===== config.mk =====
export PLATFORM = sky130hd
export DESIGN_NAME = fwd_scoreboard_flat
export DESIGN_NICKNAME = d
export VERILOG_FILES = /design/src/rtl/fwd_scoreboard_pkg.sv /design/src/rtl/fwd_scoreboard_if.sv /design/src/rtl/fwd_scoreboard_stage.sv /design/src/rtl/fwd_scoreboard.sv /design/src/flat_wrapper.sv
export SDC_FILE = /design/constraint.sdc
export NUM_CORES = 1
export LEC_CHECK = 0
export CORE_ASPECT_RATIO = 0.9
export CORE_MARGIN = 10
export CORE_UTILIZATION = 45
export DETAILED_ROUTE_END_ITERATION = 10
export HOLD_SLACK_MARGIN = 0.02
export PLACE_DENSITY = 0.9
export SLEW_MARGIN = 20
export SYNTH_ARGS = -nofsm -noshare
export SYNTH_HDL_FRONTEND = slang
export SYNTH_HIERARCHICAL = 1
export SYNTH_SLANG_ARGS = --single-unit

===== constraint.sdc =====
create_clock -name clk -period 3.1 [get_ports clk]
set_clock_uncertainty 0.15 [all_clocks]
set_input_delay 0.465 -clock clk [delete_from_list [all_inputs] [get_ports clk]]
set_output_delay 0.465 -clock clk [all_outputs]
set_load 0.01 [all_outputs]

===== src/rtl/fwd_scoreboard_pkg.sv =====
// Shared definitions for the operand-forwarding scoreboard.
// Holds the default data/address widths and the entry field layout
// {v, wa, rdy, data} so decode, register file and the scoreboard agree.
package fwd_scoreboard_pkg;

   localparam int unsigned FwdDw     = 32;
   localparam int unsigned FwdAw     = 5;
   localparam int unsigned FwdNstage = 3;
   localparam int unsigned FwdNport  = 2;

   // Packed entry is {v, wa[aw-1:0], rdy, data[dw-1:0]}, msb first.
   function automatic int unsigned entry_width(input int unsigned dw, input int unsigned aw);
      return dw + aw + 2;
   endfunction

endpackage


===== src/rtl/fwd_scoreboard_if.sv =====
// Bus bundle between the decode/issue logic and the forwarding scoreboard.
// slave  : seen by the scoreboard (issue, read, result inputs; operand/writeback outputs)
// master : seen by the issue side / environment driving the scoreboard
interface fwd_scoreboard_if #(
   parameter int unsigned DW     = fwd_scoreboard_pkg::FwdDw,
   parameter int unsigned AW     = fwd_scoreboard_pkg::FwdAw,
   parameter int unsigned NSTAGE = fwd_scoreboard_pkg::FwdNstage,
   parameter int unsigned NPORT  = fwd_scoreboard_pkg::FwdNport
) ();

   logic                  flush;
   logic                  iss_valid;
   logic                  iss_we;
   logic [AW-1:0]         iss_wa;
   logic                  iss_rdy;
   logic [DW-1:0]         iss_data;
   logic [NPORT-1:0]      rd_en;
   logic [NPORT*AW-1:0]   rd_addr;
   logic [NPORT*DW-1:0]   rd_rf_data;
   logic [NSTAGE-1:0]     res_valid;
   logic [NSTAGE*DW-1:0]  res_data;
   logic [NPORT*DW-1:0]   rd_data;
   logic [NPORT-1:0]      rd_fwd;
   logic                  stall;
   logic                  wb_valid;
   logic [AW-1:0]         wb_addr;
   logic [DW-1:0]         wb_data;
   logic                  wb_err;

   modport slave (
      input  flush, iss_valid, iss_we, iss_wa, iss_rdy, iss_data,
      input  rd_en, rd_addr, rd_rf_data, res_valid, res_data,
      output rd_data, rd_fwd, stall, wb_valid, wb_addr, wb_data, wb_err
   );

   modport master (
      output flush, iss_valid, iss_we, iss_wa, iss_rdy, iss_data,
      output rd_en, rd_addr, rd_rf_data, res_valid, res_data,
      input  rd_data, rd_fwd, stall, wb_valid, wb_addr, wb_data, wb_err
   );

endinterface


===== src/rtl/fwd_scoreboard_stage.sv =====
// One tracked pipeline entry {v, wa, rdy, data} with result capture.
// Ports:
//   clk, reset_n          clock, async active-low reset
//   flush_i               clear the entry on the next edge
//   in_*_i                entry loaded on the next edge (from issue or the previous stage)
//   res_valid_i/res_data_i  result produced by this stage this cycle
//   v_o, wa_o             stored valid and destination
//   rdy_o, data_o         ready/data including a same-cycle captured result
module fwd_scoreboard_stage
   import fwd_scoreboard_pkg::*;
#(
   parameter int unsigned DW = FwdDw,
   parameter int unsigned AW = FwdAw
) (
   input  logic          clk,
   input  logic          reset_n,
   input  logic          flush_i,
   input  logic          in_v_i,
   input  logic [AW-1:0] in_wa_i,
   input  logic          in_rdy_i,
   input  logic [DW-1:0] in_data_i,
   input  logic          res_valid_i,
   input  logic [DW-1:0] res_data_i,
   output logic          v_o,
   output logic [AW-1:0] wa_o,
   output logic          rdy_o,
   output logic [DW-1:0] data_o
);

   localparam int unsigned EW = entry_width(DW, AW);

   logic [EW-1:0] entry_q, entry_d;
   logic          cur_v, cur_rdy;
   logic [AW-1:0] cur_wa;
   logic [DW-1:0] cur_data;

   assign {cur_v, cur_wa, cur_rdy, cur_data} = entry_q;

   always_comb begin
      entry_d = {in_v_i, in_wa_i, in_rdy_i, in_data_i};
      if (flush_i) entry_d = '0;
   end

   always_ff @(posedge clk or negedge reset_n) begin
      if (!reset_n) entry_q <= '0;
      else          entry_q <= entry_d;
   end

   // A ready entry keeps its stored data, so a late res_valid never overwrites it.
   assign v_o    = cur_v;
   assign wa_o   = cur_wa;
   assign rdy_o  = cur_rdy | (cur_v & res_valid_i);
   assign data_o = cur_rdy ? cur_data : res_data_i;

endmodule


===== src/rtl/fwd_scoreboard.sv =====
// Operand-forwarding and RAW-hazard scoreboard for the pipelined MIPS core.
// Tracks in-flight register writes over NSTAGE stages, resolves NPORT operand reads
// with the youngest value, raises stall when that value does not exist yet, and
// drives the register-file write port from the last stage.
// Ports:
//   clk, reset_n   clock, async active-low reset
//   bus (slave)    issue, operand read, stage result, operand out, writeback, wb_err
module fwd_scoreboard
   import fwd_scoreboard_pkg::*;
#(
   parameter int unsigned DW     = FwdDw,
   parameter int unsigned AW     = FwdAw,
   parameter int unsigned NSTAGE = FwdNstage,
   parameter int unsigned NPORT  = FwdNport
) (
   input  logic           clk,
   input  logic           reset_n,
   fwd_scoreboard_if.slave bus
);

   localparam int unsigned Last = NSTAGE - 1;

   logic [NSTAGE-1:0] st_v, st_rdy;
   logic [AW-1:0]     st_wa   [NSTAGE];
   logic [DW-1:0]     st_data [NSTAGE];

   logic [NSTAGE-1:0] ld_v, ld_rdy;
   logic [AW-1:0]     ld_wa   [NSTAGE];
   logic [DW-1:0]     ld_data [NSTAGE];

   logic [NPORT-1:0]  hazard, fwd;
   logic              stall;
   logic              wb_err_q, wb_err_d;

   // Entry chain: stage 0 takes the accepted issue (or a bubble), older stages shift.
   for (genvar s = 0; s < NSTAGE; s++) begin : g_stage
      if (s == 0) begin : g_head
         assign ld_v[s]    = bus.iss_valid & bus.iss_we & ~stall;
         assign ld_wa[s]   = bus.iss_wa;
         assign ld_rdy[s]  = bus.iss_rdy;
         assign ld_data[s] = bus.iss_data;
      end else begin : g_body
         assign ld_v[s]    = st_v[s-1];
         assign ld_wa[s]   = st_wa[s-1];
         assign ld_rdy[s]  = st_rdy[s-1];
         assign ld_data[s] = st_data[s-1];
      end

      fwd_scoreboard_stage #(
         .DW (DW),
         .AW (AW)
      ) u_stage (
         .clk         (clk),
         .reset_n     (reset_n),
         .flush_i     (bus.flush),
         .in_v_i      (ld_v[s]),
         .in_wa_i     (ld_wa[s]),
         .in_rdy_i    (ld_rdy[s]),
         .in_data_i   (ld_data[s]),
         .res_valid_i (bus.res_valid[s]),
         .res_data_i  (bus.res_data[s*DW +: DW]),
         .v_o         (st_v[s]),
         .wa_o        (st_wa[s]),
         .rdy_o       (st_rdy[s]),
         .data_o      (st_data[s])
      );
   end

   // Per-port lookup: first valid match from youngest to oldest decides.
   for (genvar p = 0; p < NPORT; p++) begin : g_port
      logic [AW-1:0] addr;
      logic [DW-1:0] rf;
      logic          hit_c, haz_c;
      logic [DW-1:0] dat_c;

      assign addr = bus.rd_addr[p*AW +: AW];
      assign rf   = bus.rd_rf_data[p*DW +: DW];

      always_comb begin
         hit_c = 1'b0;
         haz_c = 1'b0;
         dat_c = rf;
         if (bus.rd_en[p] && (addr != '0)) begin
            for (int unsigned s = 0; s < NSTAGE; s++) begin
               if (!hit_c && st_v[s] && (st_wa[s] == addr)) begin
                  hit_c = 1'b1;
                  if (st_rdy[s]) dat_c = st_data[s];
                  else           haz_c = 1'b1;
               end
            end
         end
      end

      assign hazard[p]                 = haz_c;
      assign fwd[p]                    = hit_c & ~haz_c;
      assign bus.rd_data[p*DW +: DW]   = dat_c;
   end

   assign stall      = bus.iss_valid & (|hazard);
   assign bus.stall  = stall;
   assign bus.rd_fwd = fwd;

   // Writeback commits even when flush is asserted in the same cycle.
   assign bus.wb_valid = st_v[Last] & (st_wa[Last] != '0);
   assign bus.wb_addr  = st_wa[Last];
   assign bus.wb_data  = st_data[Last];

   always_comb begin
      wb_err_d = wb_err_q | (st_v[Last] & ~st_rdy[Last]);
   end

   always_ff @(posedge clk or negedge reset_n) begin
      if (!reset_n) wb_err_q <= 1'b0;
      else          wb_err_q <= wb_err_d;
   end

   assign bus.wb_err = wb_err_q;

endmodule


===== src/flat_wrapper.sv =====
// flat-port wrapper written by rule: the top's interface ports become plain ports
module fwd_scoreboard_flat import fwd_scoreboard_pkg::*;
#(
   parameter int unsigned DW     = FwdDw,
   parameter int unsigned AW     = FwdAw,
   parameter int unsigned NSTAGE = FwdNstage,
   parameter int unsigned NPORT  = FwdNport
)
  (clk, reset_n, bus_flush, bus_iss_valid, bus_iss_we, bus_iss_wa, bus_iss_rdy, bus_iss_data, bus_rd_en, bus_rd_addr, bus_rd_rf_data, bus_res_valid, bus_res_data, bus_rd_data, bus_rd_fwd, bus_stall, bus_wb_valid, bus_wb_addr, bus_wb_data, bus_wb_err);
  fwd_scoreboard_if #(.DW(DW), .AW(AW), .NSTAGE(NSTAGE), .NPORT(NPORT)) bus_i ();
  input  logic clk;
  input  logic reset_n;
  input wire logic [$bits(bus_i.flush)-1:0] bus_flush;
  input wire logic [$bits(bus_i.iss_valid)-1:0] bus_iss_valid;
  input wire logic [$bits(bus_i.iss_we)-1:0] bus_iss_we;
  input wire logic [$bits(bus_i.iss_wa)-1:0] bus_iss_wa;
  input wire logic [$bits(bus_i.iss_rdy)-1:0] bus_iss_rdy;
  input wire logic [$bits(bus_i.iss_data)-1:0] bus_iss_data;
  input wire logic [$bits(bus_i.rd_en)-1:0] bus_rd_en;
  input wire logic [$bits(bus_i.rd_addr)-1:0] bus_rd_addr;
  input wire logic [$bits(bus_i.rd_rf_data)-1:0] bus_rd_rf_data;
  input wire logic [$bits(bus_i.res_valid)-1:0] bus_res_valid;
  input wire logic [$bits(bus_i.res_data)-1:0] bus_res_data;
  output wire logic [$bits(bus_i.rd_data)-1:0] bus_rd_data;
  output wire logic [$bits(bus_i.rd_fwd)-1:0] bus_rd_fwd;
  output wire logic [$bits(bus_i.stall)-1:0] bus_stall;
  output wire logic [$bits(bus_i.wb_valid)-1:0] bus_wb_valid;
  output wire logic [$bits(bus_i.wb_addr)-1:0] bus_wb_addr;
  output wire logic [$bits(bus_i.wb_data)-1:0] bus_wb_data;
  output wire logic [$bits(bus_i.wb_err)-1:0] bus_wb_err;
  assign bus_i.flush = bus_flush;
  assign bus_i.iss_valid = bus_iss_valid;
  assign bus_i.iss_we = bus_iss_we;
  assign bus_i.iss_wa = bus_iss_wa;
  assign bus_i.iss_rdy = bus_iss_rdy;
  assign bus_i.iss_data = bus_iss_data;
  assign bus_i.rd_en = bus_rd_en;
  assign bus_i.rd_addr = bus_rd_addr;
  assign bus_i.rd_rf_data = bus_rd_rf_data;
  assign bus_i.res_valid = bus_res_valid;
  assign bus_i.res_data = bus_res_data;
  assign bus_rd_data = bus_i.rd_data;
  assign bus_rd_fwd = bus_i.rd_fwd;
  assign bus_stall = bus_i.stall;
  assign bus_wb_valid = bus_i.wb_valid;
  assign bus_wb_addr = bus_i.wb_addr;
  assign bus_wb_data = bus_i.wb_data;
  assign bus_wb_err = bus_i.wb_err;
  fwd_scoreboard #(.DW(DW), .AW(AW), .NSTAGE(NSTAGE), .NPORT(NPORT)) u_core (.clk(clk), .reset_n(reset_n), .bus(bus_i));
endmodule

### Yosys cells after proc, flatten, opt, wreduce, memory -nomap -nowiden

Index checks and enable logic that the tools add are counted.

| storage, ports and cells | value |
|---|---|
| register bits after elaboration | 118 |
| bits in latches | 0 |
| RAM bits | 0 |
| bits in read-only memories | 0 |
| input port bits | 218 |
| output and inout port bits | 106 |
| word-level logic and storage cells | 93 |
| memories kept | 0 |

| operators by class | value |
|---|---|
| $add $sub $neg | 0 |
| multiply operators | 0 |
| div/mod/pow operators | 0 |
| magnitude comparators | 0 |
| equality and inequality tests | 6 |
| shift operators | 0 |
| muxes and demuxes | 45 |
| bitwise gates (word level) | 18 |
| reductions and logical operators | 20 |

Operator list:

| cell | count |
|---|---|
| $mux W32 | 17 |
| $mux W39 | 3 |
| $eq A5 B5 Y1 | 6 |
| $mux W1 | 25 |
| $reduce_bool A5 Y1 | 3 |
| $logic_and A1 B1 Y1 | 12 |
| $and A1 B1 Y1 | 10 |
| $logic_not A1 Y1 | 4 |
| $not A1 Y1 | 4 |
| $or A1 B1 Y1 | 4 |
| $reduce_or A2 Y1 | 1 |

### Depth between registers and ports, before layout

Gate-level depths: netlist of the first run.

| logic depth | value |
|---|---|
| word-level depth | 19 |
| gate-level depth with buffers | 10 |
| gate-level depth less buffers | 7 |

### Modules after synthesis

The synthesis of the first run kept the hierarchy.

Modules (own cells, without submodules):

| module | times used | cells an instance | area each (sq um) |
|---|---|---|---|
| fwd_scoreboard_stage | 3 | 124 | 1823.0 |
| fwd_scoreboard | 1 | 434 | 2965.3 |

### Worst setup path before layout of the first run

No wires, ideal clock.

| timing | value |
|---|---|
| path type | input-to-output |
| start point | in bus_rd_addr[9] |
| end point | out bus_rd_data[51] |
| arrival | 2.069 ns |
| setup slack | 0.416 ns |
| stages | 8 |
| path buffers | 2 |
| path through | buf_2 xnor2_1 nand3_1 or2_2 nor2_1 clkbuf_1 nor3_1 o31ai_1 |

| on the way | value |
|---|---|
| longest elaborated chain between the ends | 14 |
| elaborated cells between the ends (all ways) | 22 |

Ends and longest elaborated chain:

| element | RTL line | source |
|---|---|---|
| start: declaration | flat_wrapper.sv:20 | `input wire logic [$bits(bus_i.rd_addr)-1:0] bus_rd_addr;` |
| $eq A5 B5 Y1 | fwd_scoreboard.sv:85 | `if (!hit_c && st_v[s] && (st_wa[s] == addr)) begin` |
| $logic_and A1 B1 Y1 | fwd_scoreboard.sv:85 |  |
| $mux W1 | fwd_scoreboard.sv:85 |  |
| $mux W1 | fwd_scoreboard.sv:83 | `if (bus.rd_en[p] && (addr != '0)) begin` |
| $logic_not A1 Y1 | fwd_scoreboard.sv:85 |  |
| $logic_and A1 B1 Y1 (2 in series) | fwd_scoreboard.sv:85 |  |
| $mux W1 | fwd_scoreboard.sv:85 |  |
| $mux W1 | fwd_scoreboard.sv:83 |  |
| $logic_not A1 Y1 | fwd_scoreboard.sv:85 |  |
| $logic_and A1 B1 Y1 (2 in series) | fwd_scoreboard.sv:85 |  |
| $mux W32 | fwd_scoreboard.sv:85 |  |
| $mux W32 (*) | fwd_scoreboard.sv:83 |  |
| end: declaration | flat_wrapper.sv:24 | `output wire logic [$bits(bus_i.rd_data)-1:0] bus_rd_data;` |

Every way passes the cells marked *; elsewhere a longest branch is shown, timed or not. The select of a mux whose other input is x is not followed.

### Final worst setup path of the first run

| timing | value |
|---|---|
| start point | reg u_core.g_stage[1].u_stage.entry_q[35] |
| end point | out bus_rd_data[46] |

| on the way | value |
|---|---|
| longest elaborated chain between the ends | 9 |
| elaborated cells between the ends (all ways) | 11 |

Ends and longest elaborated chain:

| element | RTL line | source |
|---|---|---|
| start: declaration | fwd_scoreboard_stage.sv:32 | `logic [EW-1:0] entry_q, entry_d;` |
| start signal: assignment | fwd_scoreboard_stage.sv:46 | `else entry_q <= entry_d;` |
| $eq A5 B5 Y1 (*) | fwd_scoreboard.sv:85 |  |
| $logic_and A1 B1 Y1 (*) | fwd_scoreboard.sv:85 |  |
| $mux W1 | fwd_scoreboard.sv:85 |  |
| $mux W1 | fwd_scoreboard.sv:83 |  |
| $logic_not A1 Y1 | fwd_scoreboard.sv:85 |  |
| $logic_and A1 B1 Y1 (2 in series) | fwd_scoreboard.sv:85 |  |
| $mux W32 (*) | fwd_scoreboard.sv:85 |  |
| $mux W32 (*) | fwd_scoreboard.sv:83 |  |

Marks and branches as above.

==> run metrics, run 1 <==
Setup TNS -9.67 ns; CP Max Fanout 9; setup violators final 66; RSZ-0062 raised after global routing yes; clock slew at reported path FFs 0.06 ns; nets 1,413; WP depth 10; die area around 25,000 µm²; clk buf depth 2; Critical Path End Type output pin; io pins approximately 320; port bufs 323; LEAKAGE 0.00582 µW; sequential share of power between 30% and 40%; Syn-to-layout area delta 64.9%; Combinational Power Share 26.4%; Post-synth EDFFs 0; cells after synthesis 806; Placer Congestion 0.928; Power Density around 370 nW/µm²; Hold Slack 0.325 ns; H-tree depth 4; Psw ~1400 µW; initial DRC count 800; CP max-delay cell dfrtp_1; hpwl dp 26,000 µm; largest net degree at the start of global routing 64; row count 47; Num CTS Buffers 17; chip height 150 µm; Worst Setup Start Kind register; count of cell types in the netlist slightly above 50; run status finished, violations left; Final Hold Fails 0; #FFs+latches synth 118; via count between 8,000 and 9,000; CORE AREA roughly 18,000 µm²; crit-path cells buf_6, xor2_2, nor3_2, a311o_2, o31a_1, buf_4, buf_12, o21ai_1, o31ai_1, buf_2; failing checks setup timing; WL per Instance 26.7 µm; Clk pwr share 41.5%; CTS sink cnt 118; minimum clock period ~3.3 ns; Diodes inserted 0; post-synthesis sequential area ratio 35.0%; Syn Area/Cell 10.5 µm²; Hold Crit Depth 1; required time of the worst setup path 2.48 ns; CP delay by family, top compound AO/OA/AOI/OAI gates; Total Wirelength 38,800 µm; Congestion Overflow GR 0; Max Fclk around 0.3 GHz; Cell Area, Synth 8430 µm²; initial antenna violation count 0; Slew Limit Fails 0; CP arrival 2.73 ns; CP peak stage delay 0.41 ns; Worst Hold Class reg -> reg; vias in the first global route 9,491; CTS tree yes; sw frac 27.0%; worst setup margin -0.249 ns; kind of critical path reg -> out; first-pass GRT wire length around 56,000 µm; Syn Nets between 1,000 and 1,500; Remaining DRCs 0; max_cap viols 0; Post-synth ARST share 100%; WP buf/inv 4; Slew @ Worst Pin 0.760 ns; clk_lat worst skew 0.41 ns; Initial Util 45.8%; drt pass-1 iters 5; die width 164 µm; internal cell power 3790 µW; Worst IR Drop VDD 0.352 mV; cell count of the worst reg-to-reg path 9; clock root buffer master clkbuf_16; Synth Flop Type dfrtp_1; share of cells above drive strength 1 between 30% and 40%; relative slew slack 49.3%; DRT antenna net count 0; Tcrit/Tclk final 108%; Via density roughly 6; Total GRT Usage 29.8%; Yosys warning total 6
## layout make-up
type	count	area [µm²]
Clock buffer	20	467
Clock inverter	12	175
Fill cell	1135	4500
Inverter	1	3.75
Multi-Input combinational cell	603	5500
Sequential cell	118	2960
Tap cell	245	307
Timing Repair Buffer	454	4490
## cells in the final DEF, fill, tap and decap left out, types with 4 or more instances in the layout
master           synthesis  final
clkdlybuf4s50_1          0    244
nor2b_1                119    119
dfrtp_1                118    113
mux2_4                  87     87
buf_4                   15     72
buf_2                   17     62
a22oi_1                 61     35
nor3_1                  38     33
nor2_1                  39     33
o21ai_1                 32     30
buf_12                   9     30
o31ai_1                 32     28
a22oi_2                  0     26
o21ai_0                 30     25
o221ai_2                30     25
buf_6                    7     24
or3_1                   34     24
clkbuf_16                0     17
or3_4                    1     11
nand2_1                 11     10
xnor2_1                 19      9
mux2_2                   9      9
dlygate4sd2_1            0      8
xnor2_2                  0      8
xor2_1                  11      6
nand3_1                  8      6
o21ai_2                  1      6
buf_8                    0      5
buf_16                   0      5
xor2_2                   0      5
nor3_2                   3      5
o221ai_4                 0      5
dfrtp_2                  0      5
bufinv_16                0      4
nor2_2                   0      4
o31ai_2                  0      4
## repair_timing
action	4_1_cts	5_1_grt
hold buffers	1	0
pin swaps	37	29
setup endpoints to repair	67	67
resized for setup	422	35
cloned	6	0
buffers inserted	36	10
endpoints found under the hold margin	49	0
## power by group through the flow
| stage | registers [µW] | clock network (µW) | logic (µW) |
|---|---|---|---|
| floorplan | 1670 | 0 | 616 |
| global placement | 1680 | 0 | 1270 |
| detailed placement | 1690 | 0 | 1300 |
| CTS | 1660 | 2190 | 1320 |
| global route | 1670 | 2260 | 1440 |
| finish | 1660 | 2160 | 1370 |
## sequential cells by signal (all words and copies together), names as in the netlist
register and flops:
u_core/bus.wb_err 1, u_core/g_stage.u_stage/entry_q 117
## cell families (layout without fill, tap and decap cells)
| logic type | count (synthesis) | in the layout | share of synthesized area (%) |
|---|---|---|---|
| AND/OR/NAND/NOR | 272 | 272 | 18.5 |
| AO/OA/AOI/OAI | 205 | 205 | 19.6 |
| flip-flops | 118 | 118 | 35.0 |
| multiplexers | 96 | 96 | 16.7 |
| buffers and inverters | 85 | 487 | 7.15 |
| XOR/XNOR | 30 | 30 | 3.12 |
## Yosys cell counts (all sizes together) (2+ instances only)
cell	number	share of area [%]
or2	2	0.15
mux2	96	17
o221ai	31	5.4
o31ai	32	2.8
or4	3	0.27
buf	48	5.4
nand2	11	0.49
o311ai	2	0.21
and2	2	0.18
nor4	2	0.22
a21o	3	0.27
o221a	2	0.27
nand4	3	0.22
nand3	8	0.47
xor2	11	1.1
nor2	39	1.7
or3	35	2.7
dfrtp	118	35
and3	3	0.28
clkbuf	36	1.7
nand2b	2	0.15
nor2b	119	8.8
o21a	3	0.27
o21ai	63	3.8
a22oi	61	5.4
nor3	41	2.6
xnor2	19	2.0
## final timing paths
check                                                        endpoint  slack (ns)                                   from
worst max-delay path                                  bus_rd_data[46]       -0.25  u_core/g_stage[1].u_stage/entry_q[35]
worst min-delay path                                u_core/bus.wb_err        0.33                      u_core/bus.wb_err
worst max register to register  u_core/g_stage[0].u_stage/entry_q[38]        0.68  u_core/g_stage[1].u_stage/entry_q[37]
worst min register to register                      u_core/bus.wb_err        0.33                      u_core/bus.wb_err
max in group asynchronous       u_core/g_stage[0].u_stage/entry_q[13]        1.55                                reset_n
min in group asynchronous       u_core/g_stage[0].u_stage/entry_q[34]        0.49                                reset_n
## through the flow
step / worst slack (ns) / util (%) / power, µW / instance area (µm²) / std cells
2_1_floorplan: 0.416 / - / 2290 / 8430 / 806
3_3_place_gp: -0.648 / 66.7 / 2950 / 12300 / 1370
3_5_place_dp: -0.768 / 66.7 / 2980 / 12300 / 1370
4_1_cts: -0.188 / 74.0 / 5170 / 13600 / 1443
5_1_grt: -0.353 / 75.5 / 5370 / 13900 / 1453
6_report: -0.249 / 75.5 / 5190 / 13900 / 1453
## routing by layer
metal	vias to the layer above	global-route usage, %	part of all wire, %
li1	3730	-	-
met1	4282	34.4	37
met2	672	49.5	49
met3	145	7.53	9.8
met4	0	16.4	4.7
met5	-	0	0
No activity file was read; power rests on OpenSTA's default activity.
==> run 2: changes to the inputs <==
--- a/config.mk
+++ b/config.mk
@@ -6,7 +6,7 @@
 export NUM_CORES = 1
 export LEC_CHECK = 0
 export CORE_ASPECT_RATIO = 0.9
-export CORE_MARGIN = 10
+export CORE_MARGIN = 5
 export CORE_UTILIZATION = 45
 export DETAILED_ROUTE_END_ITERATION = 10
 export HOLD_SLACK_MARGIN = 0.02
==> run metrics, run 2 (synthesis gave the netlist of run 1 again) <==
Placer Congestion 0.938 (+1.1%); kind of critical path reg -> out; Max Fclk 0.299 GHz (+0.21%); drt pass-1 iters 5 (unchanged); Power Density 371 nW/µm² (-0.73%); clk_lat worst skew 0.42 ns (about the same); setup violators final 66 (unchanged); Remaining DRCs 0 (unchanged); die width 154 µm (-6.1%); Congestion Overflow GR 0 (unchanged); Slew @ Worst Pin 0.742 ns (-0.0174 ns); chip height 140 µm (-6.7%); first-pass GRT wire length 53,600 µm (-4.5%); WL per Instance 26.5 µm (-0.81%); Worst IR Drop VDD 0.365 mV (+3.6%); Diodes inserted 0 (unchanged); Total Wirelength 38,400 µm (-0.94%); pre-CTS WS -0.752 ns (+0.0168 ns); Total GRT Usage 31.9% (+2.1 points); DRT antenna net count 0 (unchanged); initial antenna violation count 0 (unchanged); clock root buffer master clkbuf_16; Via density 6.11 (+0.48%); Combinational Power Share 27.2% (+0.8 points); CP arrival 2.73 ns (about the same); clk buf depth 2 (unchanged); sequential share of power 32.2% (+0.2 points); CORE AREA 18,400 µm² (unchanged); Critical Path End Type output pin; Num CTS Buffers 17 (unchanged); largest net degree at the start of global routing 90 (+41%); Slew Limit Fails 0 (unchanged); commonest cells after routing, fill and taps aside 244 x clkdlybuf4s50_1, 119 x nor2b_1, 111 x dfrtp_1, 87 x mux2_4, 65 x buf_4; Tcrit/Tclk final 108% (-0.23 points); relative slew slack 50.5% (+1.2 points); minimum clock period 3.34 ns (-0.00709 ns); Final Hold Fails 0 (unchanged); reg2reg start u_core/g_stage[1].u_stage/entry_q[36]; worst r2r dst u_core/g_stage[0].u_stage/entry_q[38]; sw frac 27.3% (+0.36 points); CTS tree yes; Most flops, register u_core/g_stage.u_stage/entry_q; row count 47 (unchanged); share of cells above drive strength 1 38.8% (+0.64 points); worst setup margin -0.242 ns (+0.00709 ns); failing checks setup timing; Clk pwr share 40.6% (-0.9 points); reg2reg setup slack 0.64 ns (-0.04 ns); Hold Slack 0.334 ns (+0.00852 ns); Psw 1420 µW (+1.1%); io pins 324 (unchanged); CP Max Fanout 4 (-5); vias in the first global route 9,447 (-0.46%); Initial Util 45.8% (unchanged); required time of the worst setup path 2.48 ns (about the same); Hold Crit Depth 1 (unchanged); run status finished, violations left; Worst Hold Class reg -> reg; RSZ-0062 raised after global routing yes; via count 8,859 (+0.34%); Worst Setup Start Kind register; clock slew at reported path FFs 0.06 ns (about the same); nets 1,411 (-0.14%); H-tree depth 4 (unchanged); CTS sink cnt 118 (unchanged); initial DRC count 775 (-3.1%); max_cap viols 0 (unchanged); internal cell power 3770 µW (-0.71%); min-delay src u_core/bus.wb_err; LEAKAGE 0.00580 µW (-0.38%); cell count of the worst reg-to-reg path 9 (unchanged); Worst Setup SP u_core/g_stage[1].u_stage/entry_q[36]; most common cell after layout, fill and taps aside clkdlybuf4s50_1; port bufs 323 (unchanged); sink of the worst hold path u_core/bus.wb_err; die area 21,600 µm² (-12%); Syn-to-layout area delta 65.7%; hpwl dp 23,800 µm (-8.4%); max FFs per register 117 (unchanged); # fillers 1,192 (+5.0%)
-- run 2: cell count changes in the layout (fill, tap and decap cells not counted), sizes merged --
cell	previous run	this run
clkinvlp	3	4
buf	198	190
clkinv	5	3
dlygate4sd2	8	6
bufinv	4	3
clkbuf	20	30
-- run 2: metrics by stage --
stage          cells  area (µm²)  power [µW]  util (%)  TNS (ns)
2_1_floorplan    806        8430        2290         -         0
3_3_place_gp    1367       12300        2950      66.8    -38.34
3_5_place_dp    1367       12300        2990      66.8    -44.01
4_1_cts         1432       13400        5090      72.7     -3.63
5_1_grt         1451       14000        5350      75.9    -13.11
6_report        1451       14000        5180      75.9     -9.24
-- run 2: timing repair --
action                                 4_1_cts  5_1_grt
endpoints found under the hold margin       29        0
setup buffers                               26       17
setup endpoints to repair                   67       67
gates resized for setup                    372      100
gates cloned                                 6        6
pin swaps                                   32       34
hold buffers                                 1        0
-- run 2: cell type report --
type | count | area (µm²) | area share, %
multi-input cells | 603 | 5550 | 39.7
clock buffers | 22 | 484 | 3.46
inverters | 1 | 3.75 | 0.0269
clock inverters | 10 | 146 | 1.05
flip-flops and latches | 118 | 2960 | 21.2
repair buffers | 452 | 4520 | 32.4
well taps | 245 | 307 | 2.19
-- run 2: worst max path at each step --
| stage | endpoint | slack (ns) | depth (start not counted) |
|---|---|---|---|
| floorplan | bus_rd_data[51] | 0.42 | 8 |
| global placement | bus_rd_data[15] | -0.62 | 9 |
| detailed placement | bus_rd_data[38] | -0.75 | 9 |
| CTS | bus_rd_data[51] | -0.18 | 10 |
| global route | bus_rd_data[50] | -0.29 | 11 |
| finish | bus_rd_data[50] | -0.24 | 11 |
-- run 2: metal layers --
layer,wire length [µm],vias up,GRT usage [%]
met5,0,-,0
met4,2110,0,18.2
met3,3930,189,9.50
met2,18700,666,53.4
met1,13700,4273,36.2
li1,-,3731,-
-- run 2: worst max-delay path, cell delays in order, from the launching register on --
cell and delay, ns:
dfrtp_2 0.46, xor2_2 0.22, nor2_2 0.09, a311o_1 0.42, buf_4 0.17, nor4_4 0.19, buf_6 0.20, buf_12 0.11
clkbuf_16 0.13, a22oi_2 0.07, o31ai_2 0.07, buf_2 0.17
-- run 2: power by group through the flow --
stage / Clock, µW / Combinational [µW] / Sequential, µW
after floorplan: 0 / 616 / 1670
after global placement: 0 / 1270 / 1680
after detailed placement: 0 / 1300 / 1690
after CTS: 2120 / 1310 / 1660
after global routing: 2190 / 1480 / 1680
final: 2100 / 1410 / 1670
==> RTL change 1 (settings of run 1) <==
The package constant `FwdNport` goes from 2 to 1.
--- a/src/rtl/fwd_scoreboard_pkg.sv
+++ b/src/rtl/fwd_scoreboard_pkg.sv
@@ -7,5 +7,5 @@
    localparam int unsigned FwdAw     = 5;
    localparam int unsigned FwdNstage = 3;
-   localparam int unsigned FwdNport  = 2;
+   localparam int unsigned FwdNport  = 1;
 
    // Packed entry is {v, wa[aw-1:0], rdy, data[dw-1:0]}, msb first.
Ports: changed (5 resized); port bits go from 324 to 253. The function was not compared with the original's and may differ.
==> RTL change 1 against run 1 <==
The flow still finishes with violations (setup timing); routed wire length is 15% lower; global-route usage decreased by 4.4 points; synthesized area fell by 1.5%; first-iteration DRC count fell by 2.3%; final area fell by 7.8%; worst setup slack better by 100 ps; total power fell by 5.6%; sequential cell count unchanged; largest cell class unchanged.
==> RTL change 1: results (changes against run 1) <==
- Status: complete, but fails checks (unchanged)
- Violated checks: setup timing (unchanged)
- Critical path origin: u_core/g_stage[0].u_stage/entry_q[37] (was u_core/g_stage[1].u_stage/entry_q[35])
- Initial antenna violation count: 1 (was 0)
- Final worst setup slack: -149 ps (was -249 ps)
- Dpl hpwl: 22.6 mm (was 26.0 mm)
- DRT iter0 DRCs: 782 (was 800)
- Grt met3 use: 7.28% (was 7.53%)
- Global-route wire length before repair: 48.5 mm (was 56.1 mm)
- Pleak: 5.71 nW (was 5.82 nW)
- Total GRT Usage: 25.4% (was 29.8%)
- Reg-to-Reg Start: u_core/g_stage[2].u_stage/entry_q[33] (was u_core/g_stage[1].u_stage/entry_q[37])
- Number of global-route vias before repair: 8550 (was 9491)
- Vias after detailed routing: 8366 (was 8829)
- Routability cong.: 0.879 (was 0.928)
- Library cells used by synthesis: 42 (was 51)
- Setup TNS Final: -2150 ps (was -9670 ps)
- Post-Route WL: 33.1 mm (was 38.8 mm)
- Layout cells sized above 1: 32.0% (was 38.2%)
- Met1 Usage GRT: 30.0% (was 34.4%)
- Layout fillers: 1271 (was 1135)
- Top cells by area, synth: dfrtp_1, mux2_4, nor2b_1, nand3_1, o31a_1 (was dfrtp_1, mux2_4, nor2b_1, a22oi_1, o221ai_2)
- Met2 Use GR: 42.9% (was 49.5%)
- Seq/Total Area, Yosys: 35.5% (was 35.0%)
- Worst VDD drop: 0.000393 V (was 0.000352 V)
- WL met3: 3.26 mm (was 3.78 mm)
- Synthesized area per cell: 10.1 um^2 (was 10.5 um^2)
- Met2 wire length: 16.4 mm (was 18.9 mm)
- Critical Path AT: 2630 ps (was 2730 ps)
- Post-CTS Setup Inserts: 24 (was 36)
- PostCTS Resize Cnt: 219 (was 422)
- Input/output buffers: 252 (was 323)
- Non-filler instance count after layout: 1408 (was 1453)
- Cell family with most CP delay: simple AND/OR/NAND/NOR gates (was compound AO/OA/AOI/OAI gates)
- Final Setup Violations: 31 (was 66)
RTL change 1: changes by cell type after synthesis, sizes merged, moves of 20 or more:
cell	delta
nor3	-31
nand2	+25
a211oi	+25
o21ai	-25
o31a	+22
a22oi	-61
nand3	+60
nor2	-33
o221ai	-31
mux2i	+20
a32oi	+20
RTL change 1: report_power, final:
group          switching (mW)  leakage, nW  total [mW]  internal (mW)
combinational           0.535         3.89        1.21          0.672
clock                   0.834        0.287        2.04           1.20
sequential             0.0361         1.53        1.66           1.63
total                    1.41         5.71        4.90           3.50
RTL change 1: path summary, 6_finish.rpt:
kind	to	slack, ps	cells past startpoint
max	bus_rd_data[0]	-150	9
min reg2reg	u_core/bus.wb_err	320	1
min	u_core/bus.wb_err	320	1
max in group asynchronous	u_core/g_stage[2].u_stage/entry_q[38]	1620	3
min in group asynchronous	u_core/g_stage[2].u_stage/entry_q[26]	440	2
max reg2reg	u_core/g_stage[0].u_stage/entry_q[38]	700	12
RTL change 1: final cells by class:
cell class	count	area (um^2)	share of cell area, %
antenna	1	2.50	0.0195
clock buffer	17	425	3.32
clock inverter	15	170	1.33
inverter	11	41.3	0.322
multi-input combinational	599	5030	39.3
sequential	118	2960	23.1
tap	245	307	2.39
timing repair buffer	402	3880	30.3
RTL change 1: cell families after synthesis:
group | count (synthesis) | share of synthesized area [%]
multiplexers | 116 | 19.3
flip-flops | 118 | 35.5
AND/OR/NAND/NOR | 276 | 18.5
XOR/XNOR | 15 | 1.58
AO/OA/AOI/OAI | 191 | 17.0
buffers and inverters | 105 | 8.12
RTL change 1: through the flow:
step	worst slack [ps]	utilization (%)	cell area, um^2
5_1_grt	-213	70.1	12800
6_report	-149	70.1	12800
3_3_place_gp	-1030	62.9	11500
3_5_place_dp	-968	62.9	11500
2_1_floorplan	170	-	8310
4_1_cts	-132	68.0	12400
==> RTL change 2 (config.mk and constraints of run 1) <==
Without the edit above. Reset style: synchronous (`reset_n`), changed in 2 clocked blocks. Comments in the files are not updated.
--- a/src/rtl/fwd_scoreboard_stage.sv
+++ b/src/rtl/fwd_scoreboard_stage.sv
@@ -42,5 +42,5 @@
    end
 
-   always_ff @(posedge clk or negedge reset_n) begin
+   always_ff @(posedge clk) begin
       if (!reset_n) entry_q <= '0;
       else          entry_q <= entry_d;
--- a/src/rtl/fwd_scoreboard.sv
+++ b/src/rtl/fwd_scoreboard.sv
@@ -110,5 +110,5 @@
    end
 
-   always_ff @(posedge clk or negedge reset_n) begin
+   always_ff @(posedge clk) begin
       if (!reset_n) wb_err_q <= 1'b0;
       else          wb_err_q <= wb_err_d;
Formal check against the unedited RTL: differs if reset_n is asserted again (counterexample within 4 cycles, from zero or initial values and one cycle with reset_n low); with reset_n held inactive, the same outputs for 4 cycles.
==> RTL change 2 against run 1 <==
The run still ends with setup timing left; sequential power down 4%; synthesized area fell by 7.4%; count of clock-buffer cells in the layout decreased by 2; routed wire length shrank 2.7%; sequential cell count stayed put; die area fell by 6.5%; final area down 3.2%; worst setup slack improved by 50 ps; sequential share of layout area shrank 3.5 points; critical path depth unchanged; total power decreased by 9.8%; final cell count fell by 2.1%.
==> RTL change 2: results (changes against run 1) <==
- Grt ovf: 0 (unchanged)
- Global-route wire length before repair: 56.4 mm (was 56.1 mm)
- Violated checks: setup timing (unchanged)
- Worst slew pin tran: 955 ps (was 760 ps)
- Status: complete, but fails checks (unchanged)
- TritonCTS buffer count: 17 (unchanged)
- Number of global-route vias before repair: 9223 (was 9491)
- Layout fillers: 1011 (was 1135)
- CP max FO: 5 (was 9)
- Clock tree root buffer cell: clkbuf_16 (unchanged)
- Synth warnings: 6 (unchanged)
- Total GRT Usage: 30.9% (was 29.8%)
- Routability cong.: 0.955 (was 0.928)
- Mapped Nets: 987 (was 1024)
- Worst VDD drop: 0.000391 V (was 0.000352 V)
- Largest net degree at the start of global routing: 118 (was 64)
- Clock tree buffer depth: 2 (unchanged)
- H-tree depth: 4 (unchanged)
- Max reg flops: 117 (unchanged)
- Area post-placement: 11700 um^2 (was 12300 um^2)
- Top cells by count, synth: and3b_1, dfxtp_1, mux2_4 (was nor2b_1, dfrtp_1, mux2_4)
- DRT iter0 DRCs: 935 (was 800)
- CTS clock-pin slew for the worst setup and hold paths: 60 ps (about the same)
- Final worst setup slack: -199 ps (was -249 ps)
- Worst-skew pair later-pin latency: 420 ps
- Library cells used by synthesis: 43 (was 51)
- Input/output buffers: 323 (unchanged)
- Top cells by area, synth: dfxtp_1, mux2_4, and3b_1, a2bb2oi_1, nor2_1 (was dfrtp_1, mux2_4, nor2b_1, a22oi_1, o221ai_2)
- Pleak: 6.02 nW (was 5.82 nW)
- Most flops, register: u_core/g_stage.u_stage/entry_q (unchanged)
- DRT Pass-1 Iters: 7 (was 5)
- Initial antenna violation count: 3 (was 0)
- Vias per cell: 6.05 (was 6.08)
- Async set-reset flop share out of synthesis: 0% (was 100%)
- Nets: 1389 (was 1413)
- Layout cells sized above 1: 39.4% (was 38.2%)
- Seq/Total Area, Yosys: 30.3% (was 35.0%)
- Final Setup Violations: 64 (was 66)
- Dpl hpwl: 25.7 mm (was 26.0 mm)
- Min-delay worst type: reg2reg (unchanged)
- Average wire per standard cell: 26.5 um (was 26.7 um)
-- RTL change 2: cell count changes after synthesis, sizes merged, moves of 39 or more --
cell	change
nor2	+39
and3b	+118
dfxtp	+118
o21ai	-48
dfrtp	-118
nor2b	-117
a22oi	-47
-- RTL change 2: layer usage --
metal,track usage [%],vias up,routed length [um]
met1,35.5,4093,14200
li1,-,3695,-
met3,8.64,152,3760
met4,16.1,0,1860
met2,51.3,665,17900
met5,0,-,0
-- RTL change 2: where the power goes --
group | switching (mW) | total, mW | internal [mW]
clock network | 0.775 | 2.07 | 1.29
logic | 0.412 | 1.02 | 0.610
registers | 0.0244 | 1.60 | 1.57
total | 1.21 | 4.69 | 3.47
-- RTL change 2: cell type report --
| cell class | count | area [um^2] | area share (%) |
|---|---|---|---|
| diodes | 3 | 7.51 | 0.0558 |
| clock buffers | 18 | 439 | 3.26 |
| clock inverters | 14 | 175 | 1.30 |
| inverters | 18 | 67.6 | 0.502 |
| multi-input cells | 541 | 5440 | 40.4 |
| flip-flops and latches | 118 | 2390 | 17.8 |
| well taps | 235 | 294 | 2.18 |
| repair buffers | 475 | 4650 | 34.6 |
-- RTL change 2: path summary, 6_finish.rpt --
path / start / end / slack, ps / depth (start not counted)
setup / recovery: u_core/g_stage[0].u_stage/entry_q[34] / bus_rd_data[14] / -200 / 10
hold / removal: u_core/bus.wb_err / u_core/bus.wb_err / 320 / 1
setup reg to reg: u_core/g_stage[1].u_stage/entry_q[35] / u_core/g_stage[0].u_stage/entry_q[38] / 670 / 10
hold reg to reg: u_core/bus.wb_err / u_core/bus.wb_err / 320 / 1
-- RTL change 2: what timing repair did --
action | CTS | global route
gates cloned | 6 | 0
setup endpoints to repair | 67 | 67
hold buffers | 0 | 0
pin swaps | 77 | 29
resized for setup | 426 | 73
hold endpoints to repair | 0 | 0
buffers inserted | 46 | 1
-- RTL change 2: kinds of logic after synthesis --
kind of cell	synth area share, %
flops	30.3
compound gates	19.8
xor+xnor	3.37
mux	18.0
simple gates	19.5
buf+inv	9.02
-- RTL change 2: worst max-delay path, stage by stage, from the launching register on --
cell and delay [ps]:
dfxtp_2 340, buf_4 150, xnor2_2 170, nand3_2 150, nor3_4 250, and3b_4 280, buf_12 150, buf_16 130
a221o_1 310, a2bb2oi_2 170, buf_2 170
-- RTL change 2: through the flow --
step	setup slack, ps	cells	power, mW	TNS [ps]	hold slack, ps
floorplan	304	769	2.02	0	359
global placement	-831	1341	2.57	-49230	297
detailed placement	-871	1341	2.59	-51140	302
CTS	-156	1421	4.65	-4330	316
global route	-224	1422	4.83	-10520	341
finish	-199	1422	4.69	-6770	315
